--- src/rtl/fifo_defs.vh ---
// Shared FIFO defaults for every FIFO variant in the tree.
//   FIFO_DW_DEF     default data width in bits
//   FIFO_AW_DEF     default pointer width in bits
//   FIFO_DEPTH(aw)  number of entries for a pointer width of aw bits
`ifndef FIFO_DEFS_VH
`define FIFO_DEFS_VH

`define FIFO_DW_DEF 8
`define FIFO_AW_DEF 3
`define FIFO_DEPTH(aw) (1 << (aw))

`endif

--- src/rtl/fifo_sync_thr_pkg.sv ---
// Package for fifo_sync_thr: default sizes, the registered flag bundle and
// the sticky error-flag update helper.
//   FIFO_DW / FIFO_AW  default parameter values taken from fifo_defs.vh
//   fifo_flags_t       full / empty / almost_full / almost_empty bundle
//   sticky_next()      next value of a sticky flag with set priority
package fifo_sync_thr_pkg;
`include "fifo_defs.vh"

   localparam int FIFO_DW = `FIFO_DW_DEF;
   localparam int FIFO_AW = `FIFO_AW_DEF;

   typedef struct packed {
      logic full;
      logic empty;
      logic almost_full;
      logic almost_empty;
   } fifo_flags_t;

   // A set request in the same cycle as a clear keeps the flag asserted.
   function automatic logic sticky_next(input logic set, input logic cur, input logic clr);
      return set | (cur & ~clr);
   endfunction

endpackage

--- src/rtl/fifo_sync_thr_ram.sv ---
// fifo_sync_thr_ram: DEPTH x DATA_WIDTH storage, no reset on contents.
//   clk    clock
//   we     write enable (synchronous write)
//   waddr  write address
//   wdata  write data
//   raddr  read address (asynchronous read)
//   rdata  word stored at raddr
module fifo_sync_thr_ram #(
   parameter int DATA_WIDTH = 8,
   parameter int ADDR_WIDTH = 3
) (
   input  logic                  clk,
   input  logic                  we,
   input  logic [ADDR_WIDTH-1:0] waddr,
   input  logic [DATA_WIDTH-1:0] wdata,
   input  logic [ADDR_WIDTH-1:0] raddr,
   output logic [DATA_WIDTH-1:0] rdata
);
   localparam int DEPTH = 1 << ADDR_WIDTH;

   logic [DATA_WIDTH-1:0] mem [DEPTH];

   always_ff @(posedge clk) begin
      if (we) begin
         mem[waddr] <= wdata;
      end
   end

   assign rdata = mem[raddr];

endmodule

--- src/rtl/fifo_sync_thr.sv ---
// fifo_sync_thr: single-clock FIFO with registered threshold flags, sticky
// overflow/underflow errors and a pop_valid strobe.
// Configuration macro FIFO_FWFT_EN:
//   undefined - registered read, pop_data/pop_valid one cycle after an accepted pop
//   defined   - first-word-fall-through, head word shown while not empty
// Ports:
//   clk, rst              clock, asynchronous active-high reset
//   push, push_data       write request and data
//   pop, pop_data         read request and data
//   pop_valid             pop_data valid
//   th_af, th_ae          almost_full / almost_empty thresholds
//   err_clr               clears overflow and underflow
//   count                 occupancy 0..DEPTH
//   full, empty           occupancy at DEPTH / zero
//   almost_full           count >= th_af
//   almost_empty          count <= th_ae
//   overflow, underflow   sticky error flags
// Handshake: a push is taken only when full is low and a pop only when empty
// is low, both judged on the flags present before the clock edge; a rejected
// request changes nothing except the matching error flag.
module fifo_sync_thr
   import fifo_sync_thr_pkg::*;
#(
   parameter int DATA_WIDTH = FIFO_DW,
   parameter int ADDR_WIDTH = FIFO_AW
) (
   input  logic                  clk,
   input  logic                  rst,
   input  logic                  push,
   input  logic [DATA_WIDTH-1:0] push_data,
   input  logic                  pop,
   output logic [DATA_WIDTH-1:0] pop_data,
   output logic                  pop_valid,
   input  logic [ADDR_WIDTH:0]   th_af,
   input  logic [ADDR_WIDTH:0]   th_ae,
   input  logic                  err_clr,
   output logic [ADDR_WIDTH:0]   count,
   output logic                  full,
   output logic                  empty,
   output logic                  almost_full,
   output logic                  almost_empty,
   output logic                  overflow,
   output logic                  underflow
);
   localparam logic [ADDR_WIDTH:0] DEPTH_C = (ADDR_WIDTH + 1)'(`FIFO_DEPTH(ADDR_WIDTH));

   logic [ADDR_WIDTH-1:0] wr_ptr;
   logic [ADDR_WIDTH-1:0] rd_ptr;
   logic [ADDR_WIDTH:0]   count_r;
   logic [ADDR_WIDTH:0]   count_nxt;
   fifo_flags_t           flags_r;
   fifo_flags_t           flags_nxt;
   logic                  overflow_r;
   logic                  underflow_r;
   logic                  push_acc;
   logic                  pop_acc;
   logic [DATA_WIDTH-1:0] ram_rdata;

   assign push_acc = push & ~flags_r.full;
   assign pop_acc  = pop  & ~flags_r.empty;

   always_comb begin
      count_nxt = count_r + {{ADDR_WIDTH{1'b0}}, push_acc} - {{ADDR_WIDTH{1'b0}}, pop_acc};
   end

   // Flags come from count_nxt so they change on the same edge as count.
   always_comb begin
      flags_nxt              = '0;
      flags_nxt.full         = (count_nxt == DEPTH_C);
      flags_nxt.empty        = (count_nxt == '0);
      flags_nxt.almost_full  = (count_nxt >= th_af);
      flags_nxt.almost_empty = (count_nxt <= th_ae);
   end

   fifo_sync_thr_ram #(
      .DATA_WIDTH (DATA_WIDTH),
      .ADDR_WIDTH (ADDR_WIDTH)
   ) u_ram (
      .clk   (clk),
      .we    (push_acc),
      .waddr (wr_ptr),
      .wdata (push_data),
      .raddr (rd_ptr),
      .rdata (ram_rdata)
   );

   // Pointers wrap DEPTH-1 -> 0 through natural overflow.
   always_ff @(posedge clk or posedge rst) begin
      if (rst) begin
         wr_ptr      <= '0;
         rd_ptr      <= '0;
         count_r     <= '0;
         flags_r     <= '{full: 1'b0, empty: 1'b1, almost_full: 1'b0, almost_empty: 1'b1};
         overflow_r  <= 1'b0;
         underflow_r <= 1'b0;
      end else begin
         if (push_acc) begin
            wr_ptr <= wr_ptr + 1'b1;
         end
         if (pop_acc) begin
            rd_ptr <= rd_ptr + 1'b1;
         end
         count_r     <= count_nxt;
         flags_r     <= flags_nxt;
         overflow_r  <= sticky_next(push & flags_r.full, overflow_r, err_clr);
         underflow_r <= sticky_next(pop & flags_r.empty, underflow_r, err_clr);
      end
   end

`ifdef FIFO_FWFT_EN
   // Head word is presented directly; gated to zero while empty so the
   // output matches the reset value whenever nothing is stored.
   assign pop_data  = flags_r.empty ? '0 : ram_rdata;
   assign pop_valid = ~flags_r.empty;
`else
   logic [DATA_WIDTH-1:0] pop_data_r;
   logic                  pop_valid_r;

   always_ff @(posedge clk or posedge rst) begin
      if (rst) begin
         pop_data_r  <= '0;
         pop_valid_r <= 1'b0;
      end else begin
         pop_valid_r <= pop_acc;
         if (pop_acc) begin
            pop_data_r <= ram_rdata;
         end
      end
   end

   assign pop_data  = pop_data_r;
   assign pop_valid = pop_valid_r;
`endif

   assign count        = count_r;
   assign full         = flags_r.full;
   assign empty        = flags_r.empty;
   assign almost_full  = flags_r.almost_full;
   assign almost_empty = flags_r.almost_empty;
   assign overflow     = overflow_r;
   assign underflow    = underflow_r;

endmodule

--- config.mk ---
export PLATFORM = sky130hd
export DESIGN_NAME = fifo_sync_thr
export DESIGN_NICKNAME = d
export VERILOG_FILES = /design/src/rtl/fifo_sync_thr_pkg.sv /design/src/rtl/fifo_sync_thr_ram.sv /design/src/rtl/fifo_sync_thr.sv
export VERILOG_INCLUDE_DIRS = /design/src /design/src/rtl
export SDC_FILE = /design/constraint.sdc
export NUM_CORES = 1
export LEC_CHECK = 0
export ABC_CLOCK_PERIOD_IN_PS = 6400
export BUFFER_PORTS_ARGS = -buffer_cell sky130_fd_sc_hd__buf_2
export CORE_MARGIN = 4
export CORE_UTILIZATION = 40
export CTS_BUF_LIST = sky130_fd_sc_hd__clkbuf_8
export DETAILED_ROUTE_END_ITERATION = 10
export PLACE_DENSITY = 0.61
export SETUP_SLACK_MARGIN = 0.4
export SLEW_MARGIN = 20
export SYNTH_ARGS = -nofsm -noshare
export SYNTH_HDL_FRONTEND = slang
export SYNTH_SLANG_ARGS = --single-unit
--- constraint.sdc ---
create_clock -name clk -period 6.4 [get_ports clk]
set_input_delay 0.32 -clock clk [delete_from_list [all_inputs] [get_ports clk]]
set_output_delay 0.32 -clock clk [all_outputs]
set_load 0.02 [all_outputs]
=== Yosys cells after proc, flatten, opt, wreduce, memory -nomap -nowiden ===
Memories as Yosys holds them, arrays and structs flattened. A register that Yosys moved wholly into a read port is not among the register bits.
Cells that the tools add are included.

* $add $sub $neg: 4
* Order comparisons: 2
* Eq/ne operators: 1
* Mux-type cells: 2
* Bitwise gates (word level): 11
* Reduce and logical (&&, ||, !) cells: 1

{| class="wikitable"
|+ Operator list
! operator !! number
|-
| 3-bit by 1-bit adder with 3-bit output, second input constant || 2
|-
| 1-bit bitwise AND || 6
|-
| 4-bit by 1-bit adder with 4-bit output || 1
|-
| 4-bit == test, second input constant || 1
|-
| 4-bit greater-or-equal comparator || 1
|-
| 4-bit <= comparator || 1
|-
| 4-bit logical NOT || 1
|-
| 4-bit by 1-bit subtractor with 4-bit output || 1
|-
| 1-bit inverter || 3
|-
| 1-bit 2-to-1 mux || 2
|-
| 1-bit OR || 2
|}

* Register bits: 17
* Bits in writable memories: 64
* Input port bits: 21
* Output and inout bits: 19
* Memories kept: 1

{| class="wikitable"
|+ Memories
! name !! depth !! width !! rd ports !! clocked after Yosys merged registers in !! write ports !! RTL line !! text
|-
| u_ram.mem || 8 || 8 || 1 || 1 || 1 || fifo_sync_thr_ram.sv:21 || <nowiki>logic [DATA_WIDTH-1:0] mem [DEPTH];</nowiki>
|}

=== Depth between registers and ports, before layout ===
* Depth in word-level cells: 5
* Mapped depth: 12
* Depth with buffers taken out: 11

=== Cells and area by module ===
From an unflattened synthesis, not the netlist that was laid out.

* Cell total of the unflattened synthesis: 199
* Area total of the unflattened synthesis: 3,726.1 um^2

{| class="wikitable"
|+ By module, submodules not included
! module !! times used !! cells each !! area an instance (um^2)
|-
| fifo_sync_thr_ram || 1 || 106 || 2,531.2
|-
| fifo_sync_thr || 1 || 93 || 1,194.9
|}

=== Worst setup path before layout ===
No wires, ideal clock.

* Path type: register -> register
* Start: reg flags_r (netlist bit empty)
* End: reg flags_r (netlist bit almost_full)
* Setup time: 126 ps
* Arrival: 2,993 ps
* Data required time: 6,274 ps
* Setup slack: 3,281 ps
* Stages on the path, launching flop included: 12
* Buffers on the path: 1
* Path through: dfstp_2 nand2b_1 inv_1 clkbuf_1 ha_1 inv_1 ha_1 fa_1 ha_1 a21o_1 maj3_2 maj3_2

{| class="wikitable"
|+ RTL lines
! element !! RTL line !! text
|-
| start, declared || fifo_sync_thr.sv:51 || <nowiki>fifo_flags_t flags_r;</nowiki>
|-
| start signal, assigned || fifo_sync_thr.sv:93 || <nowiki>flags_r <= '{full: 1'b0, empty: 1'b1, almost_full: 1'b0, almost_empty: 1'b1};</nowiki>
|-
| start signal, assigned || fifo_sync_thr.sv:104 || <nowiki>flags_r <= flags_nxt;</nowiki>
|}

==> metrics.yaml <==
status: "finished, final reports clean"
area_growth_pct: 13.0
rows: 34
synth_seq_cells: 89
synth.cell_area_sq_um: 3690
yosysSeqAreaShare_pct: 69.1
grt_pass1_vias: 2077
arrival_ns: 3.86
syn_inst: 248
pwr-share-comb_pct: 39.6
synth_fp_nets: 281
portBuffers: 39
fill_cells: 790
r2r_setup_slack_ns: 2.77
cts_tree: "built"
cts_buffers: 9
ios: 40
htreeDepth: 3
slew_violations: 0
hold_violations: 0
clockPowerShare_pct: 17.5
grt_pass1_wl_um: 10700
path_class: "reg2reg"
start_kind: "flop"
synth_ff_type: "edfxtp_1"
cp-endpoint: "almost_full$_DFF_PP0_"
power.leakage_nw: 1.71
p_sw_uw: 700
worstHoldPathType: "in2async"
clockBufferDepth: 2
grt_max_degree: 35
wl_per_cell_um: 16.4
grt_antenna_before_repair: 0
multi_input_area_sq_um: 1040
layout_commonest_cell: "edfxtp_1"
final_antenna_net_count: 0
setup_viol: 0
dp.cells: 388
drt-vias-per-instance: 5.04
cts_root_buf: "clkbuf_8"
cp-end-kind: "flop"
yosysTopAreaCell: "edfxtp_1"
total_power_mw: 1.92
drt_iter0_drc: 118
drc: 0
post-route-period-util_pct: 56.7
synth.top_cell.area_share_pct: 52.1
hpwlAfterDp_um: 4360
gr-total-overflow: 0
p_int_mw: 1.22
finClkSkew_ns: 0.00815
r2r-start: "empty$_DFF_PP1_"
netlist_top_cells_area: "edfxtp_1 52%, dfrtp_1 16%, mux2i_1 8.7%, ha_1 3.7%, a22oi_1 3.5%"
fmax_ghz: 0.276
final_cell_mix: "64 x edfxtp_1, 39 x buf_2, 32 x mux2i_1, 25 x nand2_1, 23 x dfrtp_1"
max-vdd-ir-drop_v: 0.000154
synth.avg_cell_area_sq_um: 14.9
cap_violations: 0
initial_utilization_pct: 41.7
relSlewSlack_pct: 37.7
final_layout_size_suffix_gt1_share_pct: 21.6
cts_resized: 0
cp_max_fo: 12
setup.worst_path.start: "empty$_DFF_PP1_"
place_congestion: 0.733
die_w_um: 104
p_per_area_nw_per_um2: 460
period_needed_ns: 3.63
diodes: 0
seqCellArea_sq_um: 2550
nets: 324
async_reset_ff_share_pct: 28.1
ys_warn_count: 0
cts.reportedPaths.clkPinSlew_ns: 0.08
pwr-share-seq_pct: 42.9
reg2reg_depth: 10
drt_first_pass_iters: 4
synth_edf_count: 64
die_y_um: 104
core-area_sq_um: 8850
wl_um: 6640
cts.sinks: 89
required_ns: 6.63
clk_latency_ns: 0.34
die_area_sq_um: 10800
final_cells: 404
grt_setup_unrepaired: "no"
track_usage_pct: 13.0
postCtsSetupBuffers: 0
worstMarginPinSlew_ns: 0.931
setup-tns-final_ns: 0
reg2reg_to: "almost_full$_DFF_PP0_"
dr_total_vias: 2036
switching_share_pct: 36.5
yosysUniqueCellTypes: 33
cts_hold_buf: 0
## state kept, by name (all words and copies together) (netlist names)
name,count
pop_valid,1
u_ram.mem,64
overflow,1
rd_ptr,3
count,4
underflow,1
wr_ptr,3
pop_data,8
empty,1
almost_full,1
almost_empty,1
full,1
## power by group through the flow
stage | clock network [mW] | logic, mW | registers [mW]
final | 0.335 | 0.759 | 0.823
after global placement | 0 | 0.758 | 0.833
after global routing | 0.372 | 0.849 | 0.839
after CTS | 0.345 | 0.772 | 0.825
after detailed placement | 0 | 0.771 | 0.836
after floorplan | 0 | 0.523 | 0.884
## worst max-delay path: stages, from the launching register on
cell and delay (ns):
dfstp_2 0.54, nand2b_1 0.39, inv_1 0.35, ha_1 0.38, inv_1 0.04, ha_1 0.20, fa_1 0.59, ha_1 0.27
a21o_1 0.16, maj3_2 0.30, maj3_2 0.30
## stage by stage
stage | cell area (sq um) | hold slack, ns | setup slack, ns | util, %
floorplan | 3690 | 0.346 | 3.28 | -
global placement | 3990 | 0.460 | 2.87 | 45.1
detailed placement | 3990 | 0.466 | 2.74 | 45.1
CTS | 4170 | 0.158 | 2.73 | 47.1
global route | 4170 | 0.0969 | 2.54 | 47.1
finish | 4170 | 0.0503 | 2.77 | 47.1
## kinds of logic (layout without fill, tap and decap cells)
group | count (synthesis) | count (layout) | share of synthesized area [%]
flops | 89 | 89 | 69.1
simple gates | 54 | 54 | 6.92
mux | 33 | 33 | 8.99
buf+inv | 25 | 73 | 2.88
compound gates | 24 | 24 | 4.85
fa+ha+maj | 15 | 15 | 5.15
xor+xnor | 8 | 8 | 2.10
## cell usage after synthesis, drive strengths merged (2+ instances only)
cell type / n
a22oi: 17
clkbuf: 2
edfxtp: 64
xor2: 2
inv: 16
buf: 7
xnor2: 6
nand2b: 5
nand2: 25
ha: 11
maj3: 3
o21ai: 2
dfrtp: 23
dfstp: 2
mux2i: 32
nor2: 7
a21o: 2
nand3: 8
nor2b: 4
nor3: 2
## worst min path at each step
| stage | slack (ns) | startpoint | to | cells after the start |
|---|---|---|---|---|
| 4_1_cts | 0.16 | err_clr | overflow$_DFF_PP0_ | 2 |
| 2_1_floorplan | 0.35 | rst | almost_full$_DFF_PP0_ | 1 |
| 5_1_grt | 0.1 | rst | rd_ptr[1]$_DFFE_PP0P_ | 2 |
| 3_3_place_gp | 0.46 | pop_data[3]$_DFFE_PP0P_ | pop_data[3]$_DFFE_PP0P_ | 2 |
| 3_5_place_dp | 0.47 | pop_data[3]$_DFFE_PP0P_ | pop_data[3]$_DFFE_PP0P_ | 2 |
| 6_report | 0.05 | rst | rd_ptr[1]$_DFFE_PP0P_ | 2 |
## routing by layer
| metal | up-vias | global-route usage [%] | wire length [um] |
|---|---|---|---|
| met5 | - | 0 | 0 |
| met4 | 0 | 4.56 | 116 |
| met3 | 13 | 4.03 | 356 |
| met2 | 53 | 21.5 | 3320 |
| met1 | 986 | 16.1 | 2850 |
| li1 | 984 | - | - |
## final cells by class
| cell class | count | area share (%) |
|---|---|---|
| tap | 108 | 3.24 |
| multi-input combinational | 134 | 24.9 |
| inverter | 16 | 1.44 |
| timing repair buffer | 41 | 5.04 |
| clock buffer | 10 | 3.30 |
| sequential | 89 | 61.2 |
| clock inverter | 6 | 0.871 |
Power figures use the tool's default switching activity.
